$ cat config.mk
export PLATFORM = sky130hd
export DESIGN_NAME = decl_check
export DESIGN_NICKNAME = d
export VERILOG_FILES = /design/src/rtl/decl_pkg.sv /design/src/rtl/decl_kw_match.sv /design/src/rtl/decl_check.sv
export SDC_FILE = /design/constraint.sdc
export NUM_CORES = 1
export LEC_CHECK = 0
export ABC_CLOCK_PERIOD_IN_PS = 4200
export CORE_ASPECT_RATIO = 0.8
export CORE_MARGIN = 10
export CORE_UTILIZATION = 59
export CTS_BUF_LIST = sky130_fd_sc_hd__clkbuf_2 sky130_fd_sc_hd__clkbuf_4 sky130_fd_sc_hd__clkbuf_8
export DETAILED_ROUTE_END_ITERATION = 10
export GPL_TIMING_DRIVEN = 0
export PLACE_DENSITY = 0.82
export SLEW_MARGIN = 25
export SYNTH_ARGS = -nofsm -noshare
export SYNTH_HDL_FRONTEND = slang
export SYNTH_SLANG_ARGS = --single-unit
export TNS_END_PERCENT = 5
$ cat constraint.sdc
create_clock -name clk -period 4.2 [get_ports clk]
set_input_delay 0.63 -clock clk [delete_from_list [all_inputs] [get_ports clk]]
set_output_delay 0.63 -clock clk [all_outputs]
set_load 0.01 [all_outputs]
$ cat src/rtl/decl_pkg.sv
// Shared types, type codes and character classes for the C declaration checker.
package decl_pkg;

  typedef enum logic [2:0] {IDLE, KW, PRE_ID, ID, POST_ID, ERR} state_t;

  localparam logic [1:0] TYPE_NONE = 2'd0;
  localparam logic [1:0] TYPE_INT  = 2'd1;
  localparam logic [1:0] TYPE_CHAR = 2'd2;
  localparam logic [1:0] TYPE_LONG = 2'd3;

  // Longest keyword; a fifth keyword letter can never match anything.
  localparam int KW_MAX_LEN = 4;

  function automatic logic is_ws(input logic [7:0] c);
    return (c == 8'h20) || (c == 8'h09) || (c == 8'h00);
  endfunction

  function automatic logic is_letter(input logic [7:0] c);
    return ((c >= "a") && (c <= "z")) || ((c >= "A") && (c <= "Z")) || (c == "_");
  endfunction

  function automatic logic is_alnum(input logic [7:0] c);
    return is_letter(c) || ((c >= "0") && (c <= "9"));
  endfunction

endpackage

$ cat src/rtl/decl_kw_match.sv
// Incremental matcher for the keywords int/char/long over the current token.
module decl_kw_match
  import decl_pkg::*;
(
  input  logic       clk,
  input  logic       reset,
  input  logic       restart,
  input  logic       adv,
  input  logic [7:0] ch,
  output logic       hit,
  output logic [1:0] type_code
);

  // mask bit 0 = int, bit 1 = char, bit 2 = long
  logic [2:0] pos;
  logic [2:0] mask;
  logic [2:0] base_pos;
  logic [2:0] base_mask;
  logic [7:0] exp_i, exp_c, exp_l;
  logic       hit_i, hit_c, hit_l;

  always_comb begin
    base_pos  = restart ? 3'd0 : pos;
    base_mask = restart ? 3'b111 : mask;
    exp_i     = 8'h00;
    exp_c     = 8'h00;
    exp_l     = 8'h00;
    case (base_pos)
      3'd0: begin exp_i = "i"; exp_c = "c"; exp_l = "l"; end
      3'd1: begin exp_i = "n"; exp_c = "h"; exp_l = "o"; end
      3'd2: begin exp_i = "t"; exp_c = "a"; exp_l = "n"; end
      3'd3: begin exp_c = "r"; exp_l = "g"; end
      default: ;
    endcase
  end

  always_ff @(posedge clk) begin
    if (!reset) begin
      pos  <= '0;
      mask <= '0;
    end else if (restart || adv) begin
      mask <= base_mask & {ch == exp_l, ch == exp_c, ch == exp_i};
      pos  <= (base_pos == 3'd7) ? 3'd7 : base_pos + 3'd1;
    end
  end

  always_comb begin
    hit_i     = mask[0] && (pos == 3'd3);
    hit_c     = mask[1] && (pos == 3'd4);
    hit_l     = mask[2] && (pos == 3'd4);
    hit       = hit_i || hit_c || hit_l;
    type_code = hit_i ? TYPE_INT : hit_c ? TYPE_CHAR : hit_l ? TYPE_LONG : TYPE_NONE;
  end

endmodule

$ cat src/rtl/decl_check.sv
// Streaming checker for "TYPE id, id, ...;" declarations, one character per valid beat.
module decl_check
  import decl_pkg::*;
#(
  parameter int MAX_ID_LEN = 8,
  parameter int CNT_W      = 4
) (
  input  logic             clk,
  input  logic             reset,
  input  logic             in_valid,
  input  logic [7:0]       in,
  output logic             ok,
  output logic             err,
  output logic [1:0]       decl_type,
  output logic [CNT_W-1:0] id_count
);

  localparam int LEN_CAP = (MAX_ID_LEN > KW_MAX_LEN) ? MAX_ID_LEN : KW_MAX_LEN;
  localparam int LEN_W   = $clog2(LEN_CAP + 1);
  localparam logic [LEN_W-1:0] LEN_MAX  = LEN_W'(MAX_ID_LEN);
  localparam logic [LEN_W-1:0] KW_LAST  = LEN_W'(KW_MAX_LEN);
  localparam logic [CNT_W-1:0] CNT_FULL = '1;

  state_t           state;
  logic [LEN_W-1:0] len;
  logic [CNT_W-1:0] cnt;
  logic [1:0]       typ;

  logic c_ws, c_letter, c_alnum, c_comma, c_semi;
  logic kw_restart, kw_adv, kw_hit, close_ok;
  logic [1:0] kw_type;

  always_comb begin
    c_ws       = is_ws(in);
    c_letter   = is_letter(in);
    c_alnum    = is_alnum(in);
    c_comma    = (in == ",");
    c_semi     = (in == ";");
    kw_restart = in_valid && reset && c_letter && ((state == IDLE) || (state == PRE_ID));
    kw_adv     = in_valid && reset && (((state == KW) && c_letter) || ((state == ID) && c_alnum));
    close_ok   = !kw_hit && (cnt != CNT_FULL);
  end

  decl_kw_match u_kw (
    .clk       (clk),
    .reset     (reset),
    .restart   (kw_restart),
    .adv       (kw_adv),
    .ch        (in),
    .hit       (kw_hit),
    .type_code (kw_type)
  );

  always_ff @(posedge clk) begin
    if (!reset) begin
      state     <= IDLE;
      len       <= '0;
      cnt       <= '0;
      typ       <= TYPE_NONE;
      ok        <= 1'b0;
      err       <= 1'b0;
      decl_type <= TYPE_NONE;
      id_count  <= '0;
    end else begin
      ok  <= 1'b0;
      err <= 1'b0;
      if (in_valid) begin
        case (state)
          IDLE: begin
            if (c_letter) begin
              state <= KW;
              len   <= LEN_W'(1);
            end else if (!(c_ws || c_semi)) begin
              state <= ERR;
            end
          end
          KW: begin
            if (c_letter) begin
              if (len == KW_LAST) state <= ERR;
              else                len   <= len + 1'b1;
            end else if (c_ws) begin
              if (kw_hit) begin
                state <= PRE_ID;
                typ   <= kw_type;
              end else begin
                state <= ERR;
              end
            end else if (c_semi) begin
              err   <= 1'b1;
              state <= IDLE;
            end else begin
              state <= ERR;
            end
          end
          PRE_ID: begin
            if (c_letter) begin
              state <= ID;
              len   <= LEN_W'(1);
            end else if (c_semi) begin
              err   <= 1'b1;
              state <= IDLE;
            end else if (!c_ws) begin
              state <= ERR;
            end
          end
          ID: begin
            if (c_alnum) begin
              if (len == LEN_MAX) state <= ERR;
              else                len   <= len + 1'b1;
            end else if (c_ws || c_comma || c_semi) begin
              if (!close_ok) begin
                if (c_semi) begin
                  err   <= 1'b1;
                  state <= IDLE;
                end else begin
                  state <= ERR;
                end
              end else begin
                cnt <= cnt + 1'b1;
                if (c_ws) begin
                  state <= POST_ID;
                end else if (c_comma) begin
                  state <= PRE_ID;
                end else begin
                  ok        <= 1'b1;
                  decl_type <= typ;
                  id_count  <= cnt + 1'b1;
                  state     <= IDLE;
                end
              end
            end else begin
              state <= ERR;
            end
          end
          POST_ID: begin
            if (c_comma) begin
              state <= PRE_ID;
            end else if (c_semi) begin
              ok        <= 1'b1;
              decl_type <= typ;
              id_count  <= cnt;
              state     <= IDLE;
            end else if (!c_ws) begin
              state <= ERR;
            end
          end
          ERR: begin
            if (c_semi) begin
              err   <= 1'b1;
              state <= IDLE;
            end
          end
          default: state <= IDLE;
        endcase
        // Every ';' outside IDLE ends the statement, so the working context is dropped here.
        if (c_semi && (state != IDLE)) begin
          cnt <= '0;
          typ <= TYPE_NONE;
          len <= '0;
        end
      end
    end
  end

endmodule

**Word level (Yosys, flattened, before mapping)**

Index checks and enable logic that the tools add are counted.

- Output and inout bits: 8
- Memories kept: 0
- Memory bits (read-only): 0
- Bits in writable memories: 0
- Bits in latches: 0
- Register bits: 27
- Logic and storage cells: 183

- Multiplexer cells: 76
- Shift-type cells: 0
- Order comparisons: 6
- Divide/modulo/power cells: 0
- Multiply operators: 0
- Reduce and logical (&&, ||, !) cells: 47
- $add $sub $neg: 3
- Eq/ne operators: 40
- Bitwise gates (word level): 1

Operators by type and width:

| operator | count |
|---|---|
| $mux 4 | 18 |
| $mux 3 | 20 |
| $pmux 7 s4 | 2 |
| $mux 2 | 16 |
| $eq 8x6->1 const B | 3 |
| $eq 8x7->1 | 3 |
| $pmux 7 s3 | 1 |
| $ne 3x2->1 const B | 6 |
| $pmux 3 s6 | 1 |
| $ge 8x7->1 const B | 2 |
| $le 8x7->1 const B | 2 |
| $eq 3x2->1 const B | 5 |
| $reduce_and 5->1 | 3 |
| $logic_and 1x1->1 | 14 |
| $ne 2x2->1 const B | 7 |
| $reduce_bool 2->1 | 7 |
| $logic_or 1x1->1 | 13 |
| $mux 1 | 13 |
| $eq 3x3->1 const B | 4 |
| $pmux 4 s3 | 1 |
| $reduce_and 9->1 | 1 |
| $add 4x1->4 const B | 2 |
| $eq 8x4->1 const B | 1 |
| $eq 8x7->1 const B | 1 |
| 23 further kinds | 27 |

**Depth between registers and ports, before layout**

Gate-level depths: netlist (run 1).

- Depth after elaboration: 11
- Depth in mapped cells: 16
- Mapped depth without buffers: 13

**Cells and area by module**

From an unflattened synthesis (run 1), not the netlist that was laid out.

- Cell total of the unflattened synthesis: 291
- Area total of the unflattened synthesis: 2,205.9 µm²

By module, submodules not included:

| module | sequential area each (µm²) | area an instance (µm²) | instances | cells each |
|---|---|---|---|---|
| decl_check | 420.4 | 1,524.0 | 1 | 190 |
| decl_kw_match | 120.1 | 681.9 | 1 | 101 |

**Least setup slack after synthesis (run 1)**

No wires, ideal clock.

- Path kind: input to register
- Start: in in[5]
- End: reg u_kw.mask[2]
- Arrival: 3,073 ps
- Cell stages on the path: 16
- Path slack: 1,068 ps
- Setup time: 60 ps
- Cells stage by stage: clkbuf_8 > nand4b_1 > and4b_2 > buf_6 > nor2_1 > nand2_1 > nand2_1 > inv_1 > ha_1 > clkbuf_1 > nor2_1 > nand2_1 > or3_1 > o21ai_0 > a22o_2 > a41o_1

- Word-level cells in the longest chain between the ends: 11

RTL lines:

| item | RTL line | text |
|---|---|---|
| start: declaration | decl_check.sv:11 | `input logic [7:0] in,` |
| $ge 8x7->1 / $le 8x7->1 (equally long branches) | decl_pkg.sv:19 | `return ((c >= "a") && (c <= "z")) \|\| ((c >= "A") && (c <= "Z")) \|\| (c == "_");` |
| $logic_and 1x1->1 | decl_pkg.sv:19 |  |
| $logic_or 1x1->1 (2 in a row) | decl_pkg.sv:19 |  |
| $logic_and 1x1->1 (2 in a row) | decl_check.sv:39 | `kw_restart = in_valid && reset && c_letter && ((state == IDLE) \|\| (state == PRE_ID));` |
| $mux 3 | decl_kw_match.sv:23 | `base_pos = restart ? 3'd0 : pos;` |
| $eq 3x2->1, or another cell as far along | decl_kw_match.sv:28 | `case (base_pos)` |
| $pmux 7 s4 | decl_kw_match.sv:28 |  |
| $eq 8x7->1 | decl_kw_match.sv:42 | `mask <= base_mask & {ch == exp_l, ch == exp_c, ch == exp_i};` |
| $and 3x3->3 | decl_kw_match.sv:42 |  |
| end signal: assignment | decl_kw_match.sv:42 |  |
| end: declaration | decl_kw_match.sv:16 | `logic [2:0] mask;` |

Parallel ways exist; a longest one is shown, timed or not.
A chain may end at the register's enable or synchronous reset.

**Worst setup path in the final report (run 1)**

- Start: in in[2]
- End: reg u_kw.mask[2]

The elaborated chain is that of the path after synthesis.

==> qor.yml, run 1 <==
cts_root_buf: "clkbuf_8"
cts_resized: 0
clkSlewWorstSetupHoldPaths_ps: 100
start_kind: "primary input"
dr.pass1.iters: 6
synthCells: 300
drc_errors: 0
clk_path_buf_depth: 2
syn_area_um2: 2370
nFillCells: 331
vias: 2524
synth_flop_cell: "dfxtp_1"
num_antenna_cells: 0
vdd_drop_max_mv: 0.167
io_pins: 19
status: "completed"
cp_max_fo: 10
cts_tree: "yes"
synthToLayoutAreaGrowth_pct: 12.2
synth_top_family_by_area: "compound AO/OA/AOI/OAI gates"
cp_slowest_cell: "or4_4"
r2r_slack_ps: 1470
max_cap_viol_count: 0
final_max_slew_viol_count: 0
drive_gt1_share_pct: 13.4
async_flop_share_pct: 0
r2r-end: "u_kw.mask[2]"
core_um2: 3830
wl_met2_um: 2830
reg2reg_depth: 12
placedCellCount: 372
synth_mux_area_share_pct: 2.53
fin_cells: 376
holdPathStages: 2
fin_skew_ps: 6.54
die_w_um: 90.9
powerDensity_nw_per_um2: 273
design_area_um2: 2660
period_needed_ps: 3830
grt_overflow_total: 0
crit_path_end_kind: "flip-flop"
postRouteAntennaNets: 0
cp_cell_sequence: "clkdlybuf4s50_1, buf_6, or4_4, o21ai_2, nor2_1, nand2_1, nand2_1, ha_1, clkbuf_1, nor2_1, nand2_1, or3_1, o21ai_0, a22o_2, a41o_1"
worst_ep_arrival_time_ps: 4070
cts.hold.buffers_added: 0
fin_crit_sh_pct: 91.3
fin_util_pct: 69.5
synth-compound-area-share_pct: 31.5
max_slew_margin_pct: 53.2
layout.nets: 340
hpwl_um: 4950
synth_edf_count: 0
grt_max_degree: 18
synth_cell_type_count: 67
clkLatencyLatePin_ps: 280
cts_setup_buffers: 0
cts_buffers: 3
antenna_found_initial: 0
p_leak_nw: 0.949
wl_per_cell_um: 17.3
rsz0062_at_grt: "no"
min_from: "typ[1]"
highest_layer: "met4"
timing.final.hold_violations: 0
rr_startpoint: "state[2]"
vias_per_cell: 6.71
hold_class: "flip-flop to flip-flop"
synth-adder-area-share_pct: 3.69
mostFrequentLayoutCells: "37 x nand2_1, 27 x dfxtp_1, 25 x nor2_1"
cts.sinks: 27
routed_wl_um: 6500
syn_nets: 318
critPathMaxStageDelay_ps: 520
worst_slew_pin_slew_ps: 696
mostFrequentLayoutCell: "nand2_1"
whs_ps: 462
synth-xor-area-share_pct: 1.85
placed_area_um2: 2610
die_h_um: 76.7
critical_path_class: "primary input to flip-flop"
synth-seq-cells: 27
start_util_pct: 62.0
wl_met1_um: 2790
drt_iter0_markers: 340
cts-htree-levels: 1
required_ps: 4440
met3_length_um: 749
grt_util_all_layers_pct: 17.6
dieArea_um2: 6970
gp_congestion: 0.958
io_buffers: 17
rows: 20
synth_warnings: 0
grt_pass1_wl_um: 10700
crit_buf_inv: 3
holdPathEnd: "typ[1]"
first_global_vias: 2231
crit_top_cell: "nand2_1"
finalSetupTns_ps: 0
max_freq_mhz: 261
seq_area_frac_synth_pct: 22.8
syn_area_per_cell_um2: 7.91
synthSimpleGateAreaFrac_pct: 29.6
cp_top_family: "simple AND/OR/NAND/NOR gates"
setup_viol: 0
## tightest hold or removal path, stage by stage (launching register included)
cell and delay [ps]:
dfxtp_1 320, nand2_1 50, a21oi_1 50
## state kept, by name, summed over array words and instances (netlist names), 2 cells and up
signal and cells:
cnt 4, decl_type 2, len 4, typ 2
id_count 4, state 3, u_kw.mask 3, u_kw.pos 3
## through the flow
stage / total power [W] / setup WS, ps
2_1_floorplan: 0.000494 / 1070
3_3_place_gp: 0.000558 / 244
3_5_place_dp: 0.000563 / 160
4_1_cts: 0.000718 / 452
5_1_grt: 0.000762 / 248
6_report: 0.000726 / 367
## worst max path at each step
stage,startpoint,endpoint,slack [ps],cells past startpoint
floorplan,in[5],u_kw.mask[2],1070,16
CTS,in[2],u_kw.mask[2],450,15
finish,in[2],u_kw.mask[2],370,15
global route,in[2],u_kw.mask[2],250,15
global placement,in[2],u_kw.mask[2],240,15
detailed placement,in[2],u_kw.mask[2],160,15
## final cells by class
cell class	count	area, um2	area share [%]
Buffer	20	151	5.69
Multi-Input combinational cell	243	1640	61.7
Inverter	10	37.5	1.41
Timing Repair Buffer	17	170	6.39
Clock buffer	3	41.3	1.55
Sequential cell	27	541	20.3
Tap cell	55	68.8	2.59
Clock inverter	1	8.76	0.329
## where the power goes
| part | switching (W) | internal [W] | total [W] |
|---|---|---|---|
| clock | 0.0000862 | 0.0000698 | 0.000156 |
| combinational | 0.000182 | 0.000110 | 0.000291 |
| sequential | 0.00000965 | 0.000269 | 0.000279 |
## synthesized netlist by cell type, drive strengths merged (3+ instances only)
| master | instances | area, um2 |
|---|---|---|
| a31oi | 10 | 77.6 |
| dfxtp | 27 | 541 |
| mux2i | 6 | 60.1 |
| clkbuf | 13 | 88.8 |
| and2 | 3 | 18.8 |
| nand3 | 11 | 55.1 |
| nor4 | 5 | 65.1 |
| o21bai | 3 | 22.5 |
| nand4 | 4 | 25.0 |
| a211oi | 8 | 65.1 |
| o21ai | 21 | 128 |
| nand3b | 4 | 30.0 |
| nand2b | 3 | 18.8 |
| nor2 | 25 | 93.8 |
| buf | 7 | 62.6 |
| inv | 10 | 37.5 |
| ha | 7 | 87.6 |
| nor3 | 4 | 20.0 |
| and3 | 6 | 37.5 |
| nand4b | 3 | 26.3 |
| xor2 | 5 | 43.8 |
| o31ai | 3 | 27.5 |
| o22ai | 5 | 31.3 |
| nand2 | 37 | 139 |
| or3 | 3 | 18.8 |
| a21oi | 23 | 119 |
| o211ai | 7 | 71.3 |
## metal layers
metal,vias up,global-route usage [%]
li1,1174,-
met4,0,4.38
met5,-,0
met1,1158,24.8
met2,159,26.0
met3,33,4.47
## logic make-up after synthesis
| kind of cell | count (synthesis) |
|---|---|
| AO/OA/AOI/OAI | 100 |
| adder cells (fa/ha/maj) | 7 |
| AND/OR/NAND/NOR | 125 |
| flip-flops | 27 |
| XOR/XNOR | 5 |
| multiplexers | 6 |
| buffers and inverters | 30 |
Note: power is estimated with default switching activity, not from simulation.
==> inputs of run 2 (changes only) <==
ABC_AREA = 1   (was unset)
RECOVER_POWER = 100   (was unset)
==> qor.yml, run 2 <==
status: "completed"  # unchanged
gr-usage-met1_pct: 26.0  # was 24.8%
grt_max_degree: 17  # was 18
postRouteAntennaNets: 0  # unchanged
gr-usage-met3_pct: 4.64  # was 4.47%
routed_wl_um: 5670  # was 6500 um
multiInputGateArea_um2: 1350  # was 1640 um2
fin_crit_sh_pct: 83.5  # was 91.3%
required_ps: 4430  # was 4440 ps
synth_most_common_cell: "nand2_1"  # unchanged
rows: 19  # was 20
wl_per_cell_um: 13.6  # was 17.3 um
start_util_pct: 62.8  # was 62.0%
layout.nets: 393  # was 340
syn_area_um2: 2210  # was 2370 um2
start_kind: "primary input"  # unchanged
p_leak_nw: 1.15  # was 0.949 nW
rr_startpoint: "state[2]"  # unchanged
synthToLayoutAreaGrowth_pct: 8.56  # was 12.2%
yosysTopAreaCell: "dfxtp_1"  # unchanged
holdPathStages: 2  # unchanged
critical_path_class: "primary input to flip-flop"  # unchanged
vias: 2357  # was 2524
period_needed_ps: 3510  # was 3830 ps
synth_warnings: 0  # unchanged
core_um2: 3520  # was 3830 um2
final_max_slew_viol_count: 0  # unchanged
cts.hold.buffers_added: 0  # unchanged
clock_power_share_pct: 26.4  # was 21.5%
timing.final.hold_violations: 0  # unchanged
grt_overflow_total: 0  # unchanged
r2r-end: "u_kw.mask[0]"  # was u_kw.mask[2]
setup_viol: 0  # unchanged
holdPathEnd: "decl_type[0]"  # was typ[1]
die_w_um: 88.4  # was 90.9 um
grt_util_all_layers_pct: 18.2  # was 17.6%
fin_cells: 416  # was 376
reg2reg_depth: 13  # was 12
p_int_w: 0.000395  # was 0.000449 W
cts_root_buf: "clkbuf_8"  # unchanged
placedCellCount: 412  # was 372
hold_class: "flip-flop to flip-flop"  # unchanged
cts_setup_buffers: 0  # unchanged
cts-htree-levels: 1  # unchanged
vias_per_cell: 5.67  # was 6.71
syn_nets: 372  # was 318
finalSetupTns_ps: 0  # unchanged
vdd_drop_max_mv: 0.182  # was 0.167 mV
synth_edf_count: 0  # unchanged
mostFrequentLayoutCells: "94 x nand2_1, 45 x inv_1, 44 x nor2_1"  # was 37 x nand2_1, 27 x dfxtp_1, 25 x nor2_1
yosys-top-cells-area: "dfxtp_1 24%, nand2_1 15%, nand3_1 7.3%"  # was dfxtp_1 23%, nand2_1 5.9%, a21oi_1 4.6%
max_slew_margin_pct: 64.2  # was 53.2%
rsz0062_at_grt: "no"  # unchanged
fin_skew_ps: 2.16  # was 6.54 ps
crit_path_end_kind: "flip-flop"  # unchanged
drive_gt1_share_pct: 7.75  # was 13.4%
max_freq_mhz: 285  # was 261 MHz
drc_errors: 0  # unchanged
seq_power_share_pct: 45.5  # was 38.4%
async_flop_share_pct: 0  # unchanged
cts_resized: 0  # unchanged
r2r_slack_ps: 1560  # was 1470 ps
clk_path_buf_depth: 2  # unchanged
syn_area_per_cell_um2: 6.24  # was 7.91 um2
powerDensity_nw_per_um2: 251  # was 273 nW/um2
cp_max_fo: 6  # was 10
p_comb_share_pct: 28.1  # was 40.1%
clkSlewWorstSetupHoldPaths_ps: 100  # about the same
startpoint: "in[0]"  # was in[2]
io_pins: 19  # unchanged
die_h_um: 74.7  # was 76.7 um
antenna_found_initial: 0  # unchanged
nFillCells: 357  # was 331
gp_congestion: 0.945  # was 0.958
cts.sinks: 27  # unchanged
synth_cell_type_count: 38  # was 67
drt_iter0_markers: 192  # was 340
min_from: "decl_type[0]"  # was typ[1]
mostFrequentLayoutCell: "nand2_1"  # unchanged
num_antenna_cells: 0  # unchanged
switching_power_w: 0.000208  # was 0.000277 W
dr.pass1.iters: 5  # was 6
max_cap_viol_count: 0  # unchanged
synth_common_cells: "90 x nand2_1, 42 x inv_1, 41 x nor2_1"  # was 37 x nand2_1, 27 x dfxtp_1, 25 x nor2_1
synth-seq-cells: 27  # unchanged
power_w: 0.000603  # was 0.000726 W
io_buffers: 16  # was 17
cts_tree: "yes"  # unchanged
seq_area_frac_synth_pct: 24.5  # was 22.8%
switching_share_pct: 34.4  # was 38.2%
hpwl_um: 4450  # was 4950 um
yosysTopAreaCellShare_pct: 24.5  # was 22.8%
worst_ep_arrival_time_ps: 3730  # was 4070 ps
cts_buffers: 3  # unchanged
synthCells: 354  # was 300
grtUsageMet2_pct: 26.3  # was 26.0%
grt_pass1_wl_um: 9760  # was 10700 um
grt_busiest_layer: "met2"  # unchanged
synth_flop_cell: "dfxtp_1"  # unchanged
worst_slew_pin_slew_ps: 534  # was 696 ps
first_global_vias: 2100  # was 2231
regArea_um2: 541  # unchanged
dieArea_um2: 6610  # was 6970 um2
clkLatencyLatePin_ps: 290  # was 280 ps
reg_top3: "cnt: 4 flops, id_count: 4 flops, len: 4 flops"  # unchanged
-- run 2: cell count changes in the layout (fill, tap and decap cells not counted), moves of 6 or more --
cell,delta
nand2_1,+57
inv_1,+35
nand3_1,+22
nor2_1,+19
clkdlybuf4s50_1,-10
clkbuf_1,-9
dlygate4sd3_1,+9
o21ai_0,+8
a31oi_1,-7
and3_1,-6
inv_2,+6
mux2i_1,-6
-- run 2: cells by family after synthesis --
kind of cell | share of synthesized area, %
xor gates and xnor gates | 1.98
AOI/OAI and AO/OA | 16.9
and+or+nand+nor | 41.6
adders and majority gates | 3.97
DFF | 24.5
buffers and inverters | 11.0
-- run 2: critical path, cell delays in order --
cell           delay [ps]
dlygate4sd3_1         710
nand2_1               110
inv_1                  90
nand2_1                50
nand2_1                90
nand2_4                70
nand4_1               280
inv_1                 170
nor2_1                250
inv_1                 110
ha_1                  290
o31ai_1               390
inv_1                 100
nand2_1                80
nand2_1                60
inv_1                  60
nand3_1                80
a21oi_1               120
-- run 2: power groups by stage --
stage	Clock (W)	Combinational [W]	Sequential, W
final	0.000159	0.000169	0.000274
after global routing	0.000170	0.000193	0.000276
after CTS	0.000163	0.000175	0.000275
after detailed placement	0	0.000174	0.000280
after global placement	0	0.000171	0.000280
after floorplan	0	0.000123	0.000281
-- run 2: area by class of cell --
class                   instances  share of cell area, %
plain buffers                   6                   1.98
repair buffers                 16                   6.68
multi-input cells             269                   56.4
well taps                      42                   2.19
flip-flops and latches         27                   22.5
clock buffers                   3                   1.72
inverters                      52                   8.14
clock inverters                 1                  0.313
-- run 2: how the worst max path moves through the flow --
stage | to | slack, ps
floorplan | u_kw.mask[0] | 1600
global placement | u_kw.mask[0] | 770
detailed placement | u_kw.mask[0] | 710
CTS | u_kw.mask[0] | 1020
global route | u_kw.mask[0] | 390
finish | u_kw.mask[0] | 690
-- run 2: per-stage QoR --
| stage | setup WS, ps | util (%) | hold slack [ps] | cell area (um2) |
|---|---|---|---|---|
| after floorplan | 1600 | - | 459 | 2210 |
| after global placement | 773 | 68.8 | 462 | 2420 |
| after detailed placement | 714 | 68.8 | 471 | 2420 |
| after CTS | 1020 | 70.2 | 492 | 2470 |
| after global routing | 387 | 68.1 | 511 | 2400 |
| final | 695 | 68.1 | 483 | 2400 |
-- run 2: per-layer routing --
metal	part of all wire, %	vias up
met3	9.0	5
met5	0	-
met1	48	1077
met2	42	85
li1	-	1190
met4	1.0	0
==> inputs of run 3 (changes only) <==
ABC_CLOCK_PERIOD_IN_PS = 3340   (was 4200)
clock period = 3.34 ns   (was 4.2 ns; I/O delays follow)
==> qor.yml, run 3 (synthesis results as in run 2) <==
grt_busiest_layer: "met2"  # unchanged
period_needed_ps: 3100
drive_gt1_share_pct: 8.56  # was 7.75%
dieArea_um2: 6610  # unchanged
start_kind: "primary input"  # unchanged
p_leak_nw: 1.16  # was 1.15 nW
crit_path_end_kind: "flip-flop"  # unchanged
clkSlewWorstSetupHoldPaths_ps: 100  # about the same
fin_skew_ps: 2.01  # was 2.16 ps
hold_class: "flip-flop to flip-flop"  # unchanged
status: "completed"  # unchanged
cts_setup_buffers: 0  # unchanged
clock_power_share_pct: 26.2  # was 26.4%
clk_path_buf_depth: 2  # unchanged
critical_path_class: "primary input to flip-flop"  # unchanged
rr_startpoint: "state[0]"  # was state[2]
setup_viol: 0  # unchanged
drt_iter0_markers: 200  # was 192
grt_pass1_wl_um: 9760  # unchanged
worst_slew_pin_slew_ps: 565  # was 534 ps
cts_root_buf: "clkbuf_8"  # unchanged
die_h_um: 74.7  # unchanged
layout.nets: 393  # unchanged
grt_max_degree: 17  # unchanged
switching_power_w: 0.000264  # was 0.000208 W
final_max_slew_viol_count: 0  # unchanged
num_antenna_cells: 0  # unchanged
gp_congestion: 0.945  # unchanged
crit_top_cell: "inv_1"
cp_cell_sequence: "dlygate4sd3_1, inv_1, nand3_1, nand2_1, inv_2, nand4_4, inv_1, nor2_1, inv_1, ha_1, o31ai_2, inv_1, nand2_1, nand2_1, inv_1, nand3_1, a21oi_1"  # was dlygate4sd3_1, nand2_1, inv_1, nand2_1, nand2_1, nand2_4, nand4_1, inv_1, nor2_1, inv_1, ha_1, o31ai_1, inv_1, nand2_1, nand2_1, inv_1, nand3_1, a21oi_1
antenna_found_initial: 0  # unchanged
synthToLayoutAreaGrowth_pct: 9.69  # was 8.56%
cts_resized: 0  # unchanged
postLayoutSetupSlackWorst_ps: 242  # was 695 ps
io_buffers: 16  # unchanged
p_comb_share_pct: 28.5  # was 28.1%
vias: 2349  # was 2357
min_from: "decl_type[0]"  # unchanged
reg_top3: "cnt: 4 flops, id_count: 4 flops, len: 4 flops"  # unchanged
mostFrequentLayoutCell: "nand2_1"  # unchanged
switching_share_pct: 34.6  # was 34.4%
seq_power_share_pct: 45.3  # was 45.5%
timing.final.hold_violations: 0  # unchanged
cts.sinks: 27  # unchanged
max_freq_mhz: 323
dr.pass1.iters: 7  # was 5
powerDensity_nw_per_um2: 315  # was 251 nW/um2
vias_per_cell: 5.65  # was 5.67
grt_util_all_layers_pct: 18.2  # unchanged
hpwl_um: 4450  # unchanged
grt_overflow_total: 0  # unchanged
start_util_pct: 62.8  # unchanged
place_worst_setup_slack_ps: -16.7  # was 714 ps
cts_buffers: 3  # unchanged
fin_crit_sh_pct: 92.7
cts-htree-levels: 1  # unchanged
cp_max_fo: 6  # unchanged
cts.hold.buffers_added: 0  # unchanged
gr-usage-met3_pct: 4.64  # unchanged
clkLatencyLatePin_ps: 280  # was 290 ps
placed_area_um2: 2420  # unchanged
worst_ep_arrival_time_ps: 3320  # was 3730 ps
drc_errors: 0  # unchanged
p_int_w: 0.000498  # was 0.000395 W
die_w_um: 88.4  # unchanged
mostFrequentLayoutCells: "93 x nand2_1, 45 x inv_1, 45 x nor2_1"  # was 94 x nand2_1, 45 x inv_1, 44 x nor2_1
design_area_um2: 2420  # was 2400 um2
postRouteAntennaNets: 0  # unchanged
cp_slowest_cell: "dlygate4sd3_1"  # unchanged
required_ps: 3570  # was 4430 ps
rsz0062_at_grt: "no"  # unchanged
gr-usage-met1_pct: 26.0  # unchanged
routed_wl_um: 5650  # was 5670 um
max_slew_margin_pct: 62.2  # was 64.2%
startpoint: "in[4]"  # was in[0]
grtUsageMet2_pct: 26.3  # unchanged
io_pins: 19  # unchanged
first_global_vias: 2100  # unchanged
max_cap_viol_count: 0  # unchanged
critPathMaxStageDelay_ps: 630  # was 710 ps
vdd_drop_max_mv: 0.229  # was 0.182 mV
rows: 19  # unchanged
core_um2: 3520  # unchanged
cts_tree: "yes"  # unchanged
wl_per_cell_um: 13.6  # about the same
## run 3: changes by cell type in the layout (fill, tap and decap cells not counted)
cell and change:
nand4_4 +1, nor2_2 -1, nor2_1 +1, o31ai_1 -1, o31ai_2 +1, nand2_2 +1
nand3_2 +1, nand2_1 -1, nand4_1 -1, nand3_1 -1
## run 3: cell type report
class	count	area, um2
multi-input combinational	269	1380
fill	353	1100
sequential	27	541
inverter	52	195
timing repair buffer	16	160
tap	42	52.6
buffer	6	47.5
clock buffer	3	41.3
clock inverter	1	7.51
## run 3: metal layers
metal	part of all wire, %	up-vias
li1	-	1192
met1	48	1061
met2	42	89
met3	9.2	7
met4	1.2	0
met5	0	-
## run 3: final timing paths
check        depth (start not counted)            to  slack, ps
max                                 17  u_kw.mask[0]        240
min                                  2  decl_type[0]        480
max reg2reg                         14  u_kw.mask[0]        920
min reg2reg                          2  decl_type[0]        480
## run 3: power groups by stage
stage	clock, W	combinational (W)	sequential [W]
after global routing	0.000214	0.000247	0.000347
after detailed placement	0	0.000219	0.000353
after CTS	0.000204	0.000220	0.000345
after global placement	0	0.000215	0.000352
after floorplan	0	0.000154	0.000353
final	0.000200	0.000217	0.000345
## run 3: stage by stage
stage	utilization, %	power, W	hold slack, ps	TNS, ps	std cells
global placement	68.8	0.000567	462	0	412
detailed placement	68.8	0.000572	471	-16.7	412
global route	68.8	0.000808	511	0	416
floorplan	-	0.000508	459	0	354
CTS	70.2	0.000769	492	0	416
finish	68.8	0.000762	484	0	416
## run 3: worst max-delay path, delay by kind of cell
kind                       cells  cell delay (ps)
AOI/OAI and AO/OA              2              460
buffers and inverters          7             1310
and+or+nand+nor                7              730
adders and majority gates      1              300
